===== src/rtl/spi_pkg.sv =====
// Shared types for the SPI slave: mode encoding and FSM state enum.
package spi_pkg;

    // {CPOL, CPHA} as presented on the mode port; cpol is the MSB.
    typedef struct packed {
        logic cpol;
        logic cpha;
    } spi_mode_t;

    typedef enum logic [1:0] {
        IDLE   = 2'd0,
        ACTIVE = 2'd1,
        DONE   = 2'd2
    } spi_slave_state_t;

endpackage


===== src/rtl/spi_sync.sv =====
// Single-bit multi-flop synchroniser with a selectable reset level.
module spi_sync #(
    parameter int   STAGES    = 2,
    parameter logic RESET_VAL = 1'b0
) (
    input  logic clk,
    input  logic rst,
    input  logic d,
    output logic q
);

    logic [STAGES-1:0] chain;

    // Shift the asynchronous input through the flop chain; reset parks it at RESET_VAL.
    always_ff @(posedge clk) begin
        if (!rst) begin
            chain <= {STAGES{RESET_VAL}};
        end else begin
            chain <= {chain[STAGES-2:0], d};
        end
    end

    assign q = chain[STAGES-1];

endmodule


===== src/rtl/spi_slave.sv =====
// SPI slave, all four modes, oversampled on clk with a single-entry tx buffer.
//
// state  | meaning
// IDLE   | deselected; waiting for a cs_n falling edge
// ACTIVE | selected; sampling mosi and shifting miso on sclk edges
// DONE   | one clk after the last sample: publish rx_data, reload next frame
module spi_slave import spi_pkg::*; #(
    parameter int SYNC_STAGES = 2,
    parameter int DATA_WIDTH  = 8
) (
    input  logic                  clk,
    input  logic                  rst,
    input  logic [1:0]            mode,
    input  logic                  sclk,
    input  logic                  cs_n,
    input  logic                  mosi,
    output logic                  miso,
    output logic                  miso_oe,
    input  logic [DATA_WIDTH-1:0] tx_data,
    input  logic                  tx_valid,
    output logic                  tx_ready,
    output logic [DATA_WIDTH-1:0] rx_data,
    output logic                  rx_valid,
    output logic                  overrun
);

    localparam int CNT_W = (DATA_WIDTH > 1) ? $clog2(DATA_WIDTH) : 1;
    localparam logic [CNT_W-1:0] LAST_BIT = CNT_W'(DATA_WIDTH - 1);

    logic sclk_s, cs_s, mosi_s;
    logic sclk_d, cs_d;

    spi_sync #(.STAGES(SYNC_STAGES), .RESET_VAL(1'b0)) u_sync_sclk (
        .clk(clk), .rst(rst), .d(sclk), .q(sclk_s)
    );
    spi_sync #(.STAGES(SYNC_STAGES), .RESET_VAL(1'b1)) u_sync_cs (
        .clk(clk), .rst(rst), .d(cs_n), .q(cs_s)
    );
    spi_sync #(.STAGES(SYNC_STAGES), .RESET_VAL(1'b0)) u_sync_mosi (
        .clk(clk), .rst(rst), .d(mosi), .q(mosi_s)
    );

    spi_slave_state_t      state;
    spi_mode_t             mode_q;
    logic [DATA_WIDTH-1:0] tx_shift;
    logic [DATA_WIDTH-1:0] rx_shift;
    logic [CNT_W-1:0]      bit_cnt;
    logic                  shift_pend;
    logic                  miso_r;
    logic [DATA_WIDTH-1:0] tx_buf;
    logic                  tx_full;

    logic sclk_edge, lead_edge, trail_edge, sample_edge, shift_edge;
    logic cs_fall, cs_rise, load, accept;
    logic [DATA_WIDTH-1:0] load_val;

    // One-flop delayed copies of the synchronised strobes for edge detection.
    always_ff @(posedge clk) begin
        if (!rst) begin
            sclk_d <= 1'b0;
            cs_d   <= 1'b1;
        end else begin
            sclk_d <= sclk_s;
            cs_d   <= cs_s;
        end
    end

    assign sclk_edge   = sclk_s ^ sclk_d;
    assign lead_edge   = sclk_edge && (sclk_s != mode_q.cpol);
    assign trail_edge  = sclk_edge && (sclk_s == mode_q.cpol);
    assign sample_edge = mode_q.cpha ? trail_edge : lead_edge;
    assign shift_edge  = mode_q.cpha ? lead_edge  : trail_edge;
    assign cs_fall     = cs_d & ~cs_s;
    assign cs_rise     = ~cs_d & cs_s;

    assign load     = ((state == IDLE) && cs_fall) || ((state == DONE) && !cs_s);
    assign load_val = tx_full ? tx_buf : '0;
    assign accept   = tx_valid && !tx_full;

    // Frame sequencing: load, sample/shift, publish, and deselect handling.
    always_ff @(posedge clk) begin
        if (!rst) begin
            state      <= IDLE;
            mode_q     <= '0;
            tx_shift   <= '0;
            rx_shift   <= '0;
            bit_cnt    <= '0;
            shift_pend <= 1'b0;
            miso_r     <= 1'b0;
            rx_data    <= '0;
            rx_valid   <= 1'b0;
            overrun    <= 1'b0;
        end else begin
            rx_valid <= 1'b0;
            if (cs_s) begin
                mode_q <= spi_mode_t'(mode);
            end
            case (state)
                IDLE: begin
                    if (cs_fall) begin
                        state      <= ACTIVE;
                        tx_shift   <= load_val;
                        miso_r     <= load_val[DATA_WIDTH-1];
                        bit_cnt    <= '0;
                        shift_pend <= 1'b0;
                        if (!tx_full) overrun <= 1'b1;
                    end
                end
                ACTIVE: begin
                    if (sample_edge) begin
                        rx_shift   <= {rx_shift[DATA_WIDTH-2:0], mosi_s};
                        shift_pend <= 1'b1;
                        // The final sample wins over a simultaneous deselect.
                        if (bit_cnt == LAST_BIT) begin
                            state <= DONE;
                        end else begin
                            bit_cnt <= bit_cnt + CNT_W'(1);
                            if (cs_rise) state <= IDLE;
                        end
                    end else if (cs_rise) begin
                        state <= IDLE;
                    end
                    // CPHA=0 ignores the trailing edge after the last bit, which
                    // would otherwise shift away the freshly reloaded MSB.
                    if (shift_edge && (mode_q.cpha || shift_pend)) begin
                        tx_shift   <= {tx_shift[DATA_WIDTH-2:0], 1'b0};
                        miso_r     <= mode_q.cpha ? tx_shift[DATA_WIDTH-1]
                                                  : tx_shift[DATA_WIDTH-2];
                        shift_pend <= 1'b0;
                    end
                end
                DONE: begin
                    rx_data    <= rx_shift;
                    rx_valid   <= 1'b1;
                    bit_cnt    <= '0;
                    shift_pend <= 1'b0;
                    if (cs_s) begin
                        state <= IDLE;
                    end else begin
                        state    <= ACTIVE;
                        tx_shift <= load_val;
                        miso_r   <= load_val[DATA_WIDTH-1];
                        if (!tx_full) overrun <= 1'b1;
                    end
                end
                default: state <= IDLE;
            endcase
        end
    end

    // Single-entry tx buffer; a load and an accept in the same clk refill it.
    always_ff @(posedge clk) begin
        if (!rst) begin
            tx_full <= 1'b0;
            tx_buf  <= '0;
        end else begin
            if (load) tx_full <= 1'b0;
            if (accept) begin
                tx_full <= 1'b1;
                tx_buf  <= tx_data;
            end
        end
    end

    assign tx_ready = ~tx_full;
    assign miso_oe  = ~cs_s;
    assign miso     = miso_oe & miso_r;

endmodule

===== config.mk =====
export PLATFORM = sky130hd
export DESIGN_NAME = spi_slave
export DESIGN_NICKNAME = d
export VERILOG_FILES = /design/src/rtl/spi_pkg.sv /design/src/rtl/spi_sync.sv /design/src/rtl/spi_slave.sv
export SDC_FILE = /design/constraint.sdc
export NUM_CORES = 1
export LEC_CHECK = 0
export BUFFER_PORTS_ARGS = -buffer_cell sky130_fd_sc_hd__buf_2
export CAP_MARGIN = 20
export CORE_AREA = 2 2 67 69
export DETAILED_ROUTE_END_ITERATION = 10
export DIE_AREA = 0 0 69 71
export PLACE_DENSITY_LB_ADDON = 0.2
export SYNTH_ARGS = -nofsm -noshare
export SYNTH_HDL_FRONTEND = slang
export SYNTH_SLANG_ARGS = --single-unit

===== constraint.sdc =====
create_clock -name clk -period 2.3 [get_ports clk]
set_input_delay 0.46 -clock clk [delete_from_list [all_inputs] [get_ports clk]]
set_output_delay 0.46 -clock clk [all_outputs]
set_load 0.02 [all_outputs]

==> reports/metrics.yaml <==
status: "finished, final reports clean"
worstPathArrival_ns: 1.97
max-cap-violations: 0
cts-root-buf: "clkbuf_8"
hold_viol: 0
dieArea_um2: 4900
io_pins: 29
required_ns: 2.50
wl_per_cell_um: 12.9
fin_hold_ws_ns: 0.337
synth_nets: 257
synthesis.area_um2: 2250
cts-hold-fix-buffers: 0
antenna_found_initial: 0
worst_pin_slew_ns: 0.525
grt_max_degree: 24
crit_chain: "xor2_2 > mux2_4 > o311a_4 > mux2_4"
post-place-cells: 308
syn_to_final_growth_pct: 10.6
wirelength_um: 4080
ys_seq_area_share_pct: 46.3
viasPerCell: 5.45
drv_slew: 0
syn_inst: 239
drive_gt1_share_pct: 20.2
synth_compound_area_share_pct: 18.0
ys_ff_latch: 52
clk_pin_slew_ns: 0.09
synthAdderAreaFrac_pct: 1.11
ant_nets: 0
cts.sinks: 52
diodes: 0
drtIter0Drc: 77
die_w_um: 69
setup_viol: 0
crit_family: "multiplexers"
start_util_pct: 53.5
drc_errors: 0
setup-tns-final_ns: 0
powerDensity_nw_per_um2: 618
rows: 24
hpwlAfterDp_um: 2850
cts_tree: "built"
grt_pass1_vias: 1680
gr-usage-all-layers_pct: 17.7
synth_mux_area_share_pct: 6.40
power.leakage_nw: 1.05
period_needed_ns: 1.77
avgSynthCellArea_um2: 9.40
yosys.area_share.simple_pct: 23.1
slew_headroom_pct: 64.3
vias: 1718
grt_overflow: 0
post-cts-setup-buffers: 0
crit_fanout: 11
rsz0062_at_grt: "false"
die_h_um: 71
finalClockSkew_ns: 0.00633
crit_buf_inv: 0
yosys.cell_types.count: 47
portBuffers: 28
numCtsBuffers: 5
fillers: 380
min_path_type: "in -> reg"
gp_congestion: 0.880
cts.htree.levels: 2
ys_warn_count: 0
synth_top_family_by_area: "simple AND/OR/NAND/NOR gates"
worst_setup_path_end_kind: "flip-flop"
cpMostUsedCell: "mux2_4"
insertion_delay_ns: 0.30
coreArea_um2: 4200
cp_slowest_cell: "dfxtp_1"
grt_first_pass_wirelength_um: 7090
synthXorXnorAreaFrac_pct: 0.724
start_kind: "flip-flop"
vdd_drop_max_v: 0.000416
cts_buffer_depth: 2
finalNetCount: 281
cts_resized: 0
drtPass1Iterations: 4
critPathMaxStageDelay_ns: 0.46
fin_cells: 315
fmax_ghz: 0.565
finalCritPeriodShare_pct: 76.9
path_class: "reg -> reg"
-- through the flow --
step	util (%)	power (mW)	area, µm²	worst slack (ns)
floorplan	-	1.04	2250	0.662
global placement	57.3	1.08	2410	0.561
detailed placement	57.3	1.08	2410	0.537
CTS	59.1	1.56	2490	0.528
global route	59.1	1.61	2490	0.438
finish	59.1	1.54	2490	0.531
-- cell usage in the layout, fill, tap and decap left out, types with 3 or more instances in the layout --
| cell type | instances |
|---|---|
| nand2_1 | 20 |
| nor2b_1 | 3 |
| o31a_1 | 6 |
| and2_1 | 5 |
| inv_1 | 4 |
| clkbuf_8 | 5 |
| mux2i_1 | 10 |
| nor2_1 | 16 |
| buf_4 | 5 |
| and3_1 | 7 |
| nand3_1 | 11 |
| dfxtp_1 | 52 |
| buf_2 | 28 |
| o21a_1 | 8 |
| nor4b_1 | 7 |
| o21ai_0 | 12 |
| a21oi_1 | 20 |
| nand2b_1 | 4 |
-- report_power, final --
group	switching (mW)	total [mW]	internal, mW	leakage, nW
clock network	0.270	0.478	0.207	0.0410
registers	0.0178	0.939	0.921	0.423
logic	0.0670	0.121	0.0537	0.583
-- logic make-up after synthesis --
logic type / after synthesis
DFF: 52
xor gates and xnor gates: 1
and+or+nand+nor: 91
buffers and inverters: 20
AOI/OAI and AO/OA: 60
adders and majority gates: 2
muxes: 13
-- worst reg2reg max path: stages, from the launching register on --
cell,delay [ns]
dfxtp_1,0.46
xor2_2,0.24
mux2_4,0.39
o311a_4,0.33
mux2_4,0.25
-- worst paths after layout --
path                      start  cells after the start                 end  slack, ns
max                   mode_q[0]                      4          bit_cnt[0]       0.53
min                        cs_n                      2  u_sync_cs.chain[0]       0.34
max reg2reg           mode_q[0]                      4          bit_cnt[0]       0.53
min reg2reg  u_sync_cs.chain[0]                      1  u_sync_cs.chain[1]       0.42
-- synth_stat cells (all sizes together) --
cell type / count / area share (%)
a22o: 2 / 0.89
o311a: 1 / 0.95
or3: 1 / 0.28
o21bai: 2 / 0.67
mux2i: 11 / 5.1
buf: 6 / 1.9
o211ai: 1 / 0.33
o211a: 2 / 0.89
nor2: 17 / 3.2
nand3: 11 / 2.4
and3: 7 / 1.9
nor3: 1 / 0.22
a21oi: 20 / 4.5
nor3b: 2 / 0.67
and3b: 2 / 0.78
and2: 5 / 1.4
nor4: 2 / 1.2
dfxtp: 52 / 46
o21a: 8 / 2.7
inv: 4 / 0.67
mux2: 2 / 1.3
a21o: 1 / 0.33
clkbuf: 10 / 1.7
a31oi: 1 / 0.28
ha: 2 / 1.1
nand2b: 4 / 1.1
a311oi: 1 / 0.39
a21boi: 2 / 0.67
xor2: 1 / 0.72
nor2b: 3 / 0.84
nand4: 2 / 0.56
nor4b: 7 / 2.7
a2111o: 1 / 0.50
o31a: 6 / 2.3
or2b: 2 / 0.72
and2b: 3 / 1.1
or2: 2 / 0.56
nand2: 20 / 3.3
o21ai: 12 / 2.7
-- layout make-up --
type	instances	area, µm²	share of cell area [%]
clock buffers	6	72.6	2.92
multi-input cells	167	1110	44.6
clock inverters	1	5.00	0.201
repair buffers	33	178	7.15
flip-flops and latches	52	1040	41.9
inverters	4	15.0	0.604
well taps	52	65.1	2.62
-- registers in the layout, summed over array words and instances, names as in the netlist --
| signal | flops |
|---|---|
| cs_d | 1 |
| bit_cnt | 3 |
| state | 2 |
| mode_q | 2 |
| u_sync_cs.chain | 2 |
| miso_r | 1 |
| sclk_d | 1 |
| tx_shift | 8 |
| rx_shift | 8 |
| tx_buf | 8 |
| rx_data | 8 |
| u_sync_sclk.chain | 2 |
| rx_valid | 1 |
| tx_full | 1 |
| u_sync_mosi.chain | 2 |
| shift_pend | 1 |
| overrun | 1 |
-- routing by layer --
metal	up-vias	share of wire, %	wire length (µm)	global-route usage (%)
met3	5	3.2	130	5.41
met2	21	51	2070	33.0
li1	888	-	-	-
met5	-	0	0	0
met4	0	1.2	50	5.23
met1	804	45	1830	19.4
(Power assumes the default switching activity.)
